--- config.mk ---
export PLATFORM = sky130hd
export DESIGN_NAME = mm2s_bank_loader_flat
export DESIGN_NICKNAME = d
export VERILOG_FILES = /design/src/rtl/tconv_pkg.sv /design/src/rtl/mm2s_bank_loader_if.sv /design/src/rtl/mm2s_bank_loader_bank_addr_gen.sv /design/src/rtl/mm2s_bank_loader.sv /design/src/flat_wrapper.sv
export SDC_FILE = /design/constraint.sdc
export NUM_CORES = 1
export LEC_CHECK = 0
export BUFFER_PORTS_ARGS = -buffer_cell sky130_fd_sc_hd__buf_4
export CAP_MARGIN = 20
export CORE_UTILIZATION = 60
export CTS_CLUSTER_DIAMETER = 60
export CTS_CLUSTER_SIZE = 25
export DETAILED_ROUTE_END_ITERATION = 8
export PLACE_DENSITY = 0.86
export SLEW_MARGIN = 10
export SYNTH_ARGS = -nofsm -noshare
export SYNTH_HDL_FRONTEND = slang
export SYNTH_HIERARCHICAL = 1
export SYNTH_SLANG_ARGS = --single-unit
--- constraint.sdc ---
create_clock -name aclk -period 4.1 [get_ports aclk]
set_input_delay 0.205 -clock aclk [delete_from_list [all_inputs] [get_ports aclk]]
set_output_delay 0.205 -clock aclk [all_outputs]
set_load 0.05 [all_outputs]
--- src/rtl/tconv_pkg.sv ---
// Shared state encoding and default sizing for the transpose-convolution bank loaders.
package tconv_pkg;

  typedef enum logic [1:0] {
    IDLE = 2'd0,
    LOAD = 2'd1,
    DONE = 2'd2
  } loader_state_t;

  localparam int DATA_WIDTH_DEF = 20;
  localparam int NUM_BANKS_DEF  = 16;
  localparam int ADDR_WIDTH_DEF = 9;
  localparam int BANK_SEL_W     = $clog2(NUM_BANKS_DEF);

  // Bank-select width for an arbitrary power-of-two bank count (never zero bits).
  function automatic int sel_width(input int banks);
    return (banks > 1) ? $clog2(banks) : 1;
  endfunction

endpackage

--- src/rtl/mm2s_bank_loader_if.sv ---
// AXI-Stream beat channel from the MM2S FIFO into the bank loader.
interface mm2s_bank_loader_if import tconv_pkg::*; #(
  parameter int DATA_WIDTH = DATA_WIDTH_DEF
) ();

  logic [DATA_WIDTH-1:0] tdata;
  logic                  tvalid;
  logic                  tlast;
  logic                  tready;

  modport master (output tdata, output tvalid, output tlast, input tready);
  modport slave  (input tdata, input tvalid, input tlast, output tready);

endinterface

--- src/rtl/mm2s_bank_loader_bank_addr_gen.sv ---
// Bank/row counter pair: one registered one-hot write strobe and address per accepted beat.
// Latency one cycle from inc to we/addr; no backpressure of its own (follows inc).
module bank_addr_gen import tconv_pkg::*; #(
  parameter int NUM_BANKS  = NUM_BANKS_DEF,
  parameter int ADDR_WIDTH = ADDR_WIDTH_DEF
) (
  input  logic                  clk,
  input  logic                  rst,
  input  logic                  load,
  input  logic [ADDR_WIDTH-1:0] base,
  input  logic                  inc,
  output logic [NUM_BANKS-1:0]  we,
  output logic [ADDR_WIDTH-1:0] addr
);

  localparam int SEL_W = sel_width(NUM_BANKS);

  logic [SEL_W-1:0]      bank_q;
  logic [ADDR_WIDTH-1:0] row_q;
  logic [ADDR_WIDTH-1:0] base_q;

  always_ff @(posedge clk or posedge rst) begin
    if (rst) begin
      bank_q <= '0;
      row_q  <= '0;
      base_q <= '0;
      we     <= '0;
      addr   <= '0;
    end else begin
      we <= '0;
      if (load) begin
        bank_q <= '0;
        row_q  <= '0;
        base_q <= base;
      end else if (inc) begin
        we     <= NUM_BANKS'(1) << bank_q;
        // Sum is kept at ADDR_WIDTH so rows past the top of the bank wrap to 0.
        addr   <= base_q + row_q;
        bank_q <= bank_q + 1'b1;
        if (&bank_q) begin
          row_q <= row_q + 1'b1;
        end
      end
    end
  end

endmodule

--- src/rtl/mm2s_bank_loader.sv ---
// Scatters MM2S words round-robin into NUM_BANKS BRAMs; writes land one cycle after acceptance.
// tready is high only in LOAD; optional running checksum under MM2S_BANK_LOADER_CHECKSUM_EN.
module mm2s_bank_loader import tconv_pkg::*; #(
  parameter int DATA_WIDTH = DATA_WIDTH_DEF,
  parameter int NUM_BANKS  = NUM_BANKS_DEF,
  parameter int ADDR_WIDTH = ADDR_WIDTH_DEF,
  parameter int LEN_WIDTH  = 16
) (
  input  logic                  aclk,
  input  logic                  areset,
  input  logic                  start,
  input  logic [LEN_WIDTH-1:0]  cfg_len,
  input  logic [ADDR_WIDTH-1:0] cfg_base_addr,
  mm2s_bank_loader_if.slave     s_axis,
  output logic [NUM_BANKS-1:0]  bram_we,
  output logic [ADDR_WIDTH-1:0] bram_addr,
  output logic [DATA_WIDTH-1:0] bram_wdata,
  output logic                  busy,
  output logic                  done,
  output logic                  err_early_last,
  output logic                  err_missing_last
`ifdef MM2S_BANK_LOADER_CHECKSUM_EN
  ,
  output logic [31:0]           checksum
`endif
);

  loader_state_t state, next_state;

  logic [LEN_WIDTH-1:0] len_q;
  logic [LEN_WIDTH-1:0] idx_q;
  logic                 arm;
  logic                 accept;
  logic                 last_word;
  logic                 end_beat;

  assign arm       = (state == IDLE) && start;
  assign accept    = s_axis.tvalid && s_axis.tready;
  assign last_word = (idx_q == len_q - LEN_WIDTH'(1));
  assign end_beat  = accept && (last_word || s_axis.tlast);

  assign s_axis.tready = (state == LOAD);
  assign busy          = (state == LOAD);
  assign done          = (state == DONE);

  always_ff @(posedge aclk or posedge areset) begin
    if (areset) begin
      state <= IDLE;
    end else begin
      state <= next_state;
    end
  end

  always_comb begin
    next_state = state;
    case (state)
      IDLE: begin
        if (start) begin
          next_state = (cfg_len != '0) ? LOAD : DONE;
        end
      end
      LOAD: begin
        if (end_beat) begin
          next_state = DONE;
        end
      end
      DONE:    next_state = IDLE;
      default: next_state = IDLE;
    endcase
  end

  always_ff @(posedge aclk or posedge areset) begin
    if (areset) begin
      len_q            <= '0;
      idx_q            <= '0;
      err_early_last   <= 1'b0;
      err_missing_last <= 1'b0;
      bram_wdata       <= '0;
    end else begin
      if (arm) begin
        len_q            <= cfg_len;
        idx_q            <= '0;
        err_early_last   <= 1'b0;
        err_missing_last <= 1'b0;
      end else if (accept) begin
        idx_q      <= idx_q + LEN_WIDTH'(1);
        bram_wdata <= s_axis.tdata;
        if (s_axis.tlast && !last_word) begin
          err_early_last <= 1'b1;
        end
        if (last_word && !s_axis.tlast) begin
          err_missing_last <= 1'b1;
        end
      end
    end
  end

`ifdef MM2S_BANK_LOADER_CHECKSUM_EN
  always_ff @(posedge aclk or posedge areset) begin
    if (areset) begin
      checksum <= '0;
    end else if (arm) begin
      checksum <= '0;
    end else if (accept) begin
      checksum <= checksum + 32'(s_axis.tdata);
    end
  end
`endif

  bank_addr_gen #(
    .NUM_BANKS  (NUM_BANKS),
    .ADDR_WIDTH (ADDR_WIDTH)
  ) u_addr_gen (
    .clk  (aclk),
    .rst  (areset),
    .load (arm),
    .base (cfg_base_addr),
    .inc  (accept),
    .we   (bram_we),
    .addr (bram_addr)
  );

endmodule

--- src/flat_wrapper.sv ---
// flat-port wrapper written by rule: the top's interface ports become plain ports
module mm2s_bank_loader_flat import tconv_pkg::*;
#(
  parameter int DATA_WIDTH = DATA_WIDTH_DEF,
  parameter int NUM_BANKS  = NUM_BANKS_DEF,
  parameter int ADDR_WIDTH = ADDR_WIDTH_DEF,
  parameter int LEN_WIDTH  = 16
)
  (aclk, areset, start, cfg_len, cfg_base_addr, bram_we, bram_addr, bram_wdata, busy, done, err_early_last, err_missing_last, s_axis_tdata, s_axis_tvalid, s_axis_tlast, s_axis_tready);
  mm2s_bank_loader_if #(.DATA_WIDTH(DATA_WIDTH)) s_axis_i ();
  input  logic aclk;
  input  logic areset;
  input  logic start;
  input  logic [LEN_WIDTH-1:0] cfg_len;
  input  logic [ADDR_WIDTH-1:0] cfg_base_addr;
  output logic [NUM_BANKS-1:0] bram_we;
  output logic [ADDR_WIDTH-1:0] bram_addr;
  output logic [DATA_WIDTH-1:0] bram_wdata;
  output logic busy;
  output logic done;
  output logic err_early_last;
  output logic err_missing_last;
  input wire logic [$bits(s_axis_i.tdata)-1:0] s_axis_tdata;
  input wire logic [$bits(s_axis_i.tvalid)-1:0] s_axis_tvalid;
  input wire logic [$bits(s_axis_i.tlast)-1:0] s_axis_tlast;
  output wire logic [$bits(s_axis_i.tready)-1:0] s_axis_tready;
  assign s_axis_i.tdata = s_axis_tdata;
  assign s_axis_i.tvalid = s_axis_tvalid;
  assign s_axis_i.tlast = s_axis_tlast;
  assign s_axis_tready = s_axis_i.tready;
  mm2s_bank_loader #(.DATA_WIDTH(DATA_WIDTH), .NUM_BANKS(NUM_BANKS), .ADDR_WIDTH(ADDR_WIDTH), .LEN_WIDTH(LEN_WIDTH)) u_core (.aclk(aclk), .areset(areset), .start(start), .cfg_len(cfg_len), .cfg_base_addr(cfg_base_addr), .s_axis(s_axis_i), .bram_we(bram_we), .bram_addr(bram_addr), .bram_wdata(bram_wdata), .busy(busy), .done(done), .err_early_last(err_early_last), .err_missing_last(err_missing_last));
endmodule
# Yosys cells after proc, flatten, opt, wreduce, memory -nomap -nowiden
# Index checks and enable logic that the tools add are counted.
# classes
n_bitwise	1
n_reduce_logical	20
muxes	19
shifts	1
n_eq_ne	5
addsub	5
# ops
cell	count
$mux 16	4
$mux 9	3
$add 16x1->16 const B	1
$eq 16x16->1	1
$reduce_bool 16->1	1
$shl 1x4->16 const A	1
$sub 16x1->16 const B	1
$reduce_and 2->1	5
$add 9x1->9 const B	1
$add 9x9->9	1
$mux 4	2
$reduce_bool 2->1	4
$mux 1	6
$mux 2	3
$logic_and 1x1->1	5
$add 4x1->4 const B	1
$ne 2x2->1 const B	2
$pmux 2 s2	1
$reduce_and 4->1	1
$eq 2x1->1 const B	1
$eq 2x2->1 const B	1
$logic_not 1->1	2
$logic_not 2->1	1
$logic_or 1x1->1	1
$not 1->1	1
# word_totals
register_bits	103
out_inout_bits	50

# Logic depth before layout (Yosys ltp)
# logic_depth
ltp_word	7
depth_mapped	11
depth_no_buf	8

# Hierarchy
# Netlist, hierarchy kept.
# modules_own_cells
mod	seq_area_each_um2	area_per_inst_um2	cells_per_inst	instances
mm2s_bank_loader	1401.3	2921.6	339	1
bank_addr_gen	1176.1	2223.4	196	1

# Worst setup path before layout
# Ideal clock, no wire load.
# synth_timing
kind	register to register
from	reg u_core.state[1]
to	reg u_core.u_addr_gen.row_q[8]
slack_ns	1.356
required_time_ns	4.021
path_buffers	4
arrival_time_ns	2.665
stages_incl_launch_ff	12
setup_time_ns	0.079
synth_period_minus_slack_ns	2.744
cell_sequence	dfrtp_1 -> and2b_1 -> nand2_1 -> inv_2 -> buf_2 -> buf_1 -> buf_4 -> and4_1 -> buf_4 -> nand3_2 -> or3_1 -> a21oi_1
# synth_via
elab_chain_cells	4
# synth_rtl
item	line	source
start, declared	mm2s_bank_loader.sv:28	loader_state_t state, next_state;
start signal, assigned	mm2s_bank_loader.sv:50	state <= next_state;
$eq 2x1->1	-	
named net busy	flat_wrapper.sv:19	output logic busy;
$logic_and 1x1->1	mm2s_bank_loader.sv:38	assign accept = s_axis.tvalid && s_axis.tready;
named net u_core.accept	mm2s_bank_loader.sv:33	logic accept;
$reduce_bool 2->1 (no line)	-	
$reduce_and 2->1 (no line)	-	
end signal, assigned	mm2s_bank_loader_bank_addr_gen.sv:41	row_q <= row_q + 1'b1;
end, declared	mm2s_bank_loader_bank_addr_gen.sv:19	logic [ADDR_WIDTH-1:0] row_q;
# The timed path passes the listed nets, and every way through them passes these cells.
# A chain may end at the register's enable or synchronous reset.

# Worst setup path after layout
# layout_timing
from	reg u_core.state[1]
to	reg u_core.idx_q[15]
# layout_via
elab_chain_cells	3
# layout_rtl
item	line	source
$eq 2x1->1 or $logic_not 2->1 (tied branches)	mm2s_bank_loader.sv:42, mm2s_bank_loader.sv:37	
$logic_and 1x1->1, on equally long branches	mm2s_bank_loader.sv:38, mm2s_bank_loader.sv:37	
$reduce_bool 2->1 (no line) or $mux 16 (tied branches)	-	
end signal, assigned	mm2s_bank_loader.sv:86	idx_q <= idx_q + LEN_WIDTH'(1);
end, declared	mm2s_bank_loader.sv:31	logic [LEN_WIDTH-1:0] idx_q;
# Parallel ways exist; a longest one is shown, timed or not.

==> flow_summary_export.csv <==
group,metric,value,unit
critical_path,critPathCaptureType,"register",
synthesis,synthFlopType,"dfrtp_1",
detailed_routing,drt_pass1_iterations,5,
clocking,cts_inserted_buffers,9,
critical_path,arrival,3.33,ns
clocking,ctsResizeCount,0,
die,initial_core_util,0.623,
die,core_area,8260,um^2
critical_path,worstPathRequired,4.33,ns
clocking,clkSinkCount,103,
clocking,cts-root-buf,"clkbuf_8",
die,die_h,94.6,um
grt,antenna_found_initial,0,
sta,finalCritPeriodShare,0.755,
synthesis,ys_ff_latch,103,
synthesis,yosysMostFrequentCell,"nand2_1",
grt,grt_max_degree,48,
clocking,ctsHtreeMaxLevel,3,
die,die_x,94.6,um
layout,finalNonFillerCells,738,
critical_path,start_kind,"register",
clocking,clkLatencyLatePin,0.36,ns
sta,clock_skew,0.00639,ns
power,p_leak,3.16,nW
sta,max_freq,323,MHz
power,ir_worst_vdd,0.303,mV
run,cap_violations,0,
synthesis,synth_top_area_cell,"dfrtp_1",
power,totalPowerFinal,0.00431,W
die,dieArea,8950,um^2
grt,grt_pass1_wl,19.3,mm
layout,finish.net_count,697,
layout,area_delta_synth_final,20.5,%
placed_design,dp_cells,722,
sta,finalSetupTns,0,ns
synthesis,syn_inst,535,
detailed_routing,routed_wl,11.5,mm
die,io_pins,100,
placed_design,dp_hpwl,8.48,mm
grt,overflow,0,
synthesis,synth_edf_count,0,
clocking,tritoncts,"done",
detailed_routing,via_per_inst,5.70,
critical_path,crit_fanout,36,
power,p_per_area,695,nW/um^2
grt,grt_pass1_vias,4180,
detailed_routing,drt_iter0_drc,181,
critical_path,reg2reg_slack,1.00,ns
die,rows,33,
layout,final_layout_size_suffix_gt1_frac,0.221,
hold_path,hold_class,"in2reg",
detailed_routing,vias,4210,
synthesis,ys_top_cells_by_count,"nand2_1 (128), dfrtp_1 (103), nor2_1 (32)",
synthesis,seq_area_frac_synth,0.501,
outcome,status,"finished clean",
placed_design,portBuffers,99,
detailed_routing,post-route-drc-count,0,
grt,grt_util_all_layers,0.279,
synthesis,avgSynthCellArea,9.62,um^2
clocking,clk_path_buf_depth,2,
synthesis,ys_types,56,
sta,setup_violations,0,
synthesis,ys_warn_count,6,
layout,fin_util,0.751,
critical_path,crit_type,"reg2reg",
sta,grt_setup_unrepaired,"no",
synthesis,synth_top_area_frac,0.501,
clocking,clkTransAtPathRegs,0.09,ns
sta,tightest_slew,0.729,ns
sta,relSlewSlack,0.513,
detailed_routing,wl_per_cell,15.6,um
sta,slew_viol_final,0,
synthesis,synth_area,5140,um^2
synthesis,ys_top_cells_by_area,"dfrtp_1 (50%), nand2_1 (9.3%), ha_1 (4.1%)",
sta,final_hold_viol_count,0,
detailed_routing,ant_nets,0,
synthesis,async_flop_share,1.00,
sta,period_minus_slack,3.10,ns
layout,antenna_cells,0,
synthesis,synthesis.nets,603,
placed_design,routabilityCongestion,0.907,
cells in the final DEF (no fill, tap or decap), drive strengths merged, types with 3 or more instances in the layout:
master and instances:
mux2i 4, o211ai 3, a21oi 22, and3 19
or3 8, xor2 24, mux2 9, nand3 15
inv 13, and2 8, nor2 33, nor3 5
nand4 11, nor4 8, and4 4, nand2b 7
ha 17, xnor2 20, o21ai 20, buf 102
nor2b 5, clkbuf 11, nor3b 4, nand2 128
dfrtp 103, a21o 5
flip-flops by register name, indices dropped and copies added (netlist names):
register,cells
u_core/u_addr_gen/addr,9
u_core/u_addr_gen/base_q,9
u_core/err_early_last,1
u_core/u_addr_gen/bank_q,4
u_core/u_addr_gen/we,16
u_core/idx_q,16
u_core/state,2
u_core/len_q,16
u_core/err_missing_last,1
u_core/u_addr_gen/row_q,9
u_core/bram_wdata,20
path summary, 6_finish.rpt:
| check | startpoint | to | cells after the start |
|---|---|---|---|
| max reg2reg | u_core/state[1] | u_core/idx_q[15] | 8 |
| min in group asynchronous | areset | u_core/len_q[5] | 3 |
| max | u_core/state[1] | u_core/idx_q[15] | 8 |
| min reg2reg | u_core/bram_wdata[3] | u_core/bram_wdata[3] | 2 |
| max in group asynchronous | areset | u_core/bram_wdata[9] | 4 |
| min | s_axis_tdata[10] | u_core/bram_wdata[10] | 3 |
repair_timing:
item                                   CTS  global route
buffers inserted                         0             0
endpoints found under the hold margin   25             0
hold buffers                             1             0
power by group:
part           internal [W]  leakage, nW  switching (W)  total (W)
registers           0.00131         1.34       0.000290    0.00160
clock network      0.000376        0.112       0.000330   0.000706
logic              0.000684         1.71        0.00132    0.00200
layer usage:
layer | share of wire | vias up | GRT usage
met5 | 0 | - | 0
met4 | 0.024 | 0 | 0.110
met3 | 0.058 | 25 | 0.0628
met2 | 0.50 | 150 | 0.468
met1 | 0.42 | 2038 | 0.352
li1 | - | 1997 | -
cell families (layout without fill, tap and decap cells):
logic type,Yosys count,in the layout,share of synthesized area
flops,103,103,0.501
buf+inv,33,131,0.0270
mux,13,13,0.0275
xor+xnor,44,44,0.0749
simple gates,258,258,0.245
compound gates,66,66,0.0798
fa+ha+maj,18,18,0.0452
stage by stage:
step	setup slack, ns	hold WS [ns]	cell area, um^2
after floorplan	1.36	0.310	5140
after global placement	1.19	0.397	5940
after detailed placement	1.06	0.234	5960
after CTS	1.02	0.0176	6200
after global routing	0.678	0.0206	6200
final	1.00	0.0331	6200
final cells by class:
class | instances | area, um^2
Fill cell | 591 | 2060
Clock inverter | 4 | 76.3
Inverter | 13 | 48.8
Multi-Input combinational cell | 399 | 2430
Tap cell | 105 | 131
Clock buffer | 11 | 151
Timing Repair Buffer | 103 | 788
Sequential cell | 103 | 2580
worst max-delay path, stage by stage, from the launching register on:
cell,delay [ns]
dfrtp_1,0.40
and2b_1,0.28
nand2_1,0.45
inv_2,0.67
nand4_1,0.33
nor4_1,0.46
nand3_1,0.15
xor2_1,0.16
nor2_1,0.06
No activity file was read; power rests on OpenSTA's default activity.
